`src/rtl/au_dec_carry.sv`:
```
// au_dec_carry: WIDTH-bit decrementer with carry-in and borrow-out.
//   z = (a - ci) mod 2^WIDTH, co = ci & (a == 0); outputs are registered.
//   ARCH selects the prefix-AND chain: 0 ripple, 1 Sklansky, 2 Brent-Kung
//   (other values use ripple). The result is the same for every ARCH value.
//   Define AU_DEC_C_INREG_EN to also register a/ci ahead of the core,
//   which raises the latency from 1 to 2 cycles.
module au_dec_carry #(
    parameter int unsigned WIDTH = 8,
    parameter int unsigned ARCH  = 0
) (
    input  logic             clk,
    input  logic             rst,
    input  logic [WIDTH-1:0] a,
    input  logic             ci,
    output logic [WIDTH-1:0] z,
    output logic             co
);

    // Prefix nodes: x[0] = ci, x[i] = ~a[i-1]; p[i] = AND of x[0..i].
    // p[WIDTH] is the borrow-out.
    localparam int unsigned N    = WIDTH + 1;
    localparam int unsigned LVLS = (N > 1) ? $clog2(N) : 1;
    localparam int unsigned TOP  = 1 << (LVLS - 1);

    logic [WIDTH-1:0] core_a;
    logic             core_ci;
    logic [N-1:0]     x_c;
    logic [N-1:0]     p_c;
    logic [WIDTH-1:0] z_d, z_q;
    logic             co_d, co_q;

`ifdef AU_DEC_C_INREG_EN
    logic [WIDTH-1:0] a_q;
    logic             ci_q;

    // Optional input stage: operands are captured before the core.
    always_ff @(posedge clk or posedge rst) begin
        if (rst) begin
            a_q  <= '0;
            ci_q <= 1'b0;
        end else begin
            a_q  <= a;
            ci_q <= ci;
        end
    end

    assign core_a  = a_q;
    assign core_ci = ci_q;
`else
    assign core_a  = a;
    assign core_ci = ci;
`endif

    assign x_c = {~core_a, core_ci};

    generate
        if (ARCH == 1) begin : g_sklansky
            // Sklansky: at level l, every node with bit l set absorbs the
            // last node of the preceding 2^l block; depth ceil(log2 N).
            always_comb begin
                logic [N-1:0] t;
                t = x_c;
                for (int l = 0; l < int'(LVLS); l++) begin
                    for (int i = 0; i < int'(N); i++) begin
                        if (((i >> l) & 1) == 1) begin
                            t[i] = t[i] & t[((i >> l) << l) - 1];
                        end
                    end
                end
                p_c = t;
            end
        end else if (ARCH == 2) begin : g_brent_kung
            // Brent-Kung: up-sweep builds power-of-two block prefixes,
            // down-sweep fills the remaining nodes from them.
            always_comb begin
                logic [N-1:0] t;
                t = x_c;
                for (int d = 1; d < int'(N); d = d * 2) begin
                    for (int i = 2 * d - 1; i < int'(N); i = i + 2 * d) begin
                        t[i] = t[i] & t[i - d];
                    end
                end
                for (int d = int'(TOP); d >= 1; d = d / 2) begin
                    for (int i = 3 * d - 1; i < int'(N); i = i + 2 * d) begin
                        t[i] = t[i] & t[i - d];
                    end
                end
                p_c = t;
            end
        end else begin : g_ripple
            // Ripple: linear AND chain, depth WIDTH.
            always_comb begin
                logic [N-1:0] t;
                t    = x_c;
                for (int i = 1; i < int'(N); i++) begin
                    t[i] = t[i - 1] & x_c[i];
                end
                p_c = t;
            end
        end
    endgenerate

    // Each sum bit flips when the borrow reaches it.
    always_comb begin
        z_d  = core_a ^ p_c[WIDTH-1:0];
        co_d = p_c[N-1];
    end

    // Output register; reset clears the result and borrow immediately.
    always_ff @(posedge clk or posedge rst) begin
        if (rst) begin
            z_q  <= '0;
            co_q <= 1'b0;
        end else begin
            z_q  <= z_d;
            co_q <= co_d;
        end
    end

    assign z  = z_q;
    assign co = co_q;

endmodule

```
`config.mk`:
```
export PLATFORM = sky130hd
export DESIGN_NAME = au_dec_carry
export DESIGN_NICKNAME = d
export VERILOG_FILES = /design/src/rtl/au_dec_carry.sv
export SDC_FILE = /design/constraint.sdc
export NUM_CORES = 1
export LEC_CHECK = 0
export CAP_MARGIN = 5
export CORE_AREA = 2 2 39 41
export DETAILED_ROUTE_END_ITERATION = 6
export DIE_AREA = 0 0 41 43
export PLACE_DENSITY = 0.65
export SLEW_MARGIN = 10
export SYNTH_ARGS = -nofsm -noshare
export SYNTH_HDL_FRONTEND = slang
export SYNTH_SLANG_ARGS = --single-unit
```
`constraint.sdc`:
```
create_clock -name clk -period 0.8 [get_ports clk]
set_clock_uncertainty 0.15 [all_clocks]
set_input_delay 0.08 -clock clk [delete_from_list [all_inputs] [get_ports clk]]
set_output_delay 0.08 -clock clk [all_outputs]
set_load 0.005 [all_outputs]
```
==> results.cfg <==
[status]
outcome = finished, violations left
violations = negative hold slack, negative setup slack

[cts]
post_cts_buffers = 0
clk_pin_slew_ns = 0.06
htree_levels = 1
cts.sinks = 9
cts_tree = done
clk_path_buf_depth = 2
cts_buffers = 3
cts-root-buf = clkbuf_4

[place]
pre_cts_ws_ns = -1.53
port_buffers = 19
hpwl_um = 581
place_congestion = 0.587

[floorplan]
core_area_um2 = 1380
start_util_pct = 28.1
rows = 14
pin_count = 20
dieWidth_um = 41
dieArea_um2 = 1760
fp.dieH_um = 43

[power]
total_power_mw = 1.02
powerDensity_nw_per_um2 = 1430
vdd_ir_drop_max_mv = 0.600
p_leak_nw = 0.363

[sta]
worst_pin_slew_ns = 0.115
rsz0062_at_grt = true
fin_hold_ws_ns = -0.0820
finalMaxSlewViolations = 0
setup_ws_ns = -0.738
fmax_ghz = 0.650
min_period_ns = 1.54
finalSetupViolCount = 15
relSlewSlack_pct = 92.3
hold_violations = 10
fin_crit_sh_pct = 192

[route]
drc = 0
routed_via_density = 3.80
drtIter0Drc = 3
post_drt_wl_per_cell_um = 9.39
antenna_left = 0
vias = 281
firstDrtPassIters = 3
wirelength_um = 695

[synth]
ys_top_cells_by_area = dfrtp_1 58%, ha_1 26%, inv_1 16%
synth_area_um2 = 389
yosys_warnings = 0
seq_area_frac_synth_pct = 57.9
synth_area_leader_cell = dfrtp_1
ys_ff_latch = 9
synth.distinct_cells = 3
yosysTopAreaCellShare_pct = 57.9
avgSynthCellArea_um2 = 11.4
syn_inst = 34
synth_nets = 53

[global_route]
track_usage_pct = 11.0
grt_max_degree = 10
first_global_vias = 302
grt_pass1_wl_um = 1210
gr-total-overflow = 0
antenna_found_initial = 0

[cells_and_area]
layout.nets = 78
n_antenna_cell = 0
layout_common_cells = 9 x inv_1, 9 x dfrtp_1, 9 x buf_2
area_growth_pct = 83.0
drive_above_1_share_pct = 53.4
fill_cells = 142

[critical_path]
crit_path_end_kind = flop
cp_max_fo = 1
startpoint_type = input port
crit_type = input port to flop
arrival_ns = 1.54
cp_data_required_time_ns = 0.80

[flow_run]
maxCapViolations = 0

[worst_hold_path]
min_path_type = input port to flop
==> power breakdown <==
part / leakage, nW / switching, mW / internal (mW) / total (mW)
Clock: 0.0150 / 0.145 / 0.191 / 0.336
Combinational: 0.241 / 0.0763 / 0.111 / 0.187
Sequential: 0.107 / 0.00677 / 0.486 / 0.492
==> cell usage after synthesis, drive strengths merged <==
master	instances
inv	17
ha	8
dfrtp	9
==> worst paths after layout <==
| check | end | depth (start not counted) | slack (ns) | from |
|---|---|---|---|---|
| max in group asynchronous | z[2] | 3 | 0.43 | rst |
| worst min-delay path | z[0] | 3 | -0.08 | ci |
| min in group asynchronous | z[6] | 3 | -0.03 | rst |
| worst max-delay path | z[7] | 11 | -0.74 | a[0] |
==> registers in the layout (all words and copies together) (netlist names) <==
register	cells
co	1
z	8
==> cell type report <==
cell class	count	area (um2)	area share, %
flip-flops and latches	9	225	31.6
multi-input cells	8	200	28.1
repair buffers	20	169	23.7
inverters	17	71.3	10.0
clock buffers	4	26.3	3.69
well taps	16	20.0	2.81
==> stage by stage <==
stage          setup TNS (ns)  utilization, %  std cells  hold WS [ns]  area [um2]
6_report                -4.18            51.4         74       -0.0820         712
5_1_grt                 -4.58            51.4         74       -0.0777         712
4_1_cts                 -4.29            51.4         74       -0.0887         712
3_5_place_dp           -11.29            52.5         70         0.238         727
3_3_place_gp           -11.09            52.5         70         0.242         727
2_1_floorplan           -3.80               -         34        -0.242         497
==> worst max-delay path: stages <==
cell	delay, ns
buf_8	0.08
inv_8	0.03
ha_4	0.15
ha_4	0.15
ha_4	0.15
ha_4	0.15
ha_4	0.16
ha_4	0.16
ha_4	0.16
ha_4	0.25
inv_2	0.02
==> timing repair <==
item / CTS / global route
hold endpoints to repair: 10 / 1
pin swaps: 7 / 0
gates resized for setup: 56 / 0
endpoints found under the setup margin: 18 / 15
==> logic make-up after synthesis <==
family                   synth area share [%]
buffers and inverters                    16.4
adder cells (fa/ha/maj)                  25.7
flip-flops                               57.9
==> per-layer routing <==
layer	global-route usage, %	up-vias	wire [um]
li1	-	140	-
met1	9.93	124	221
met2	17.5	15	353
met3	4.19	2	107
met4	10.0	0	13
met5	0	-	0
Power figures use the tool's default switching activity.
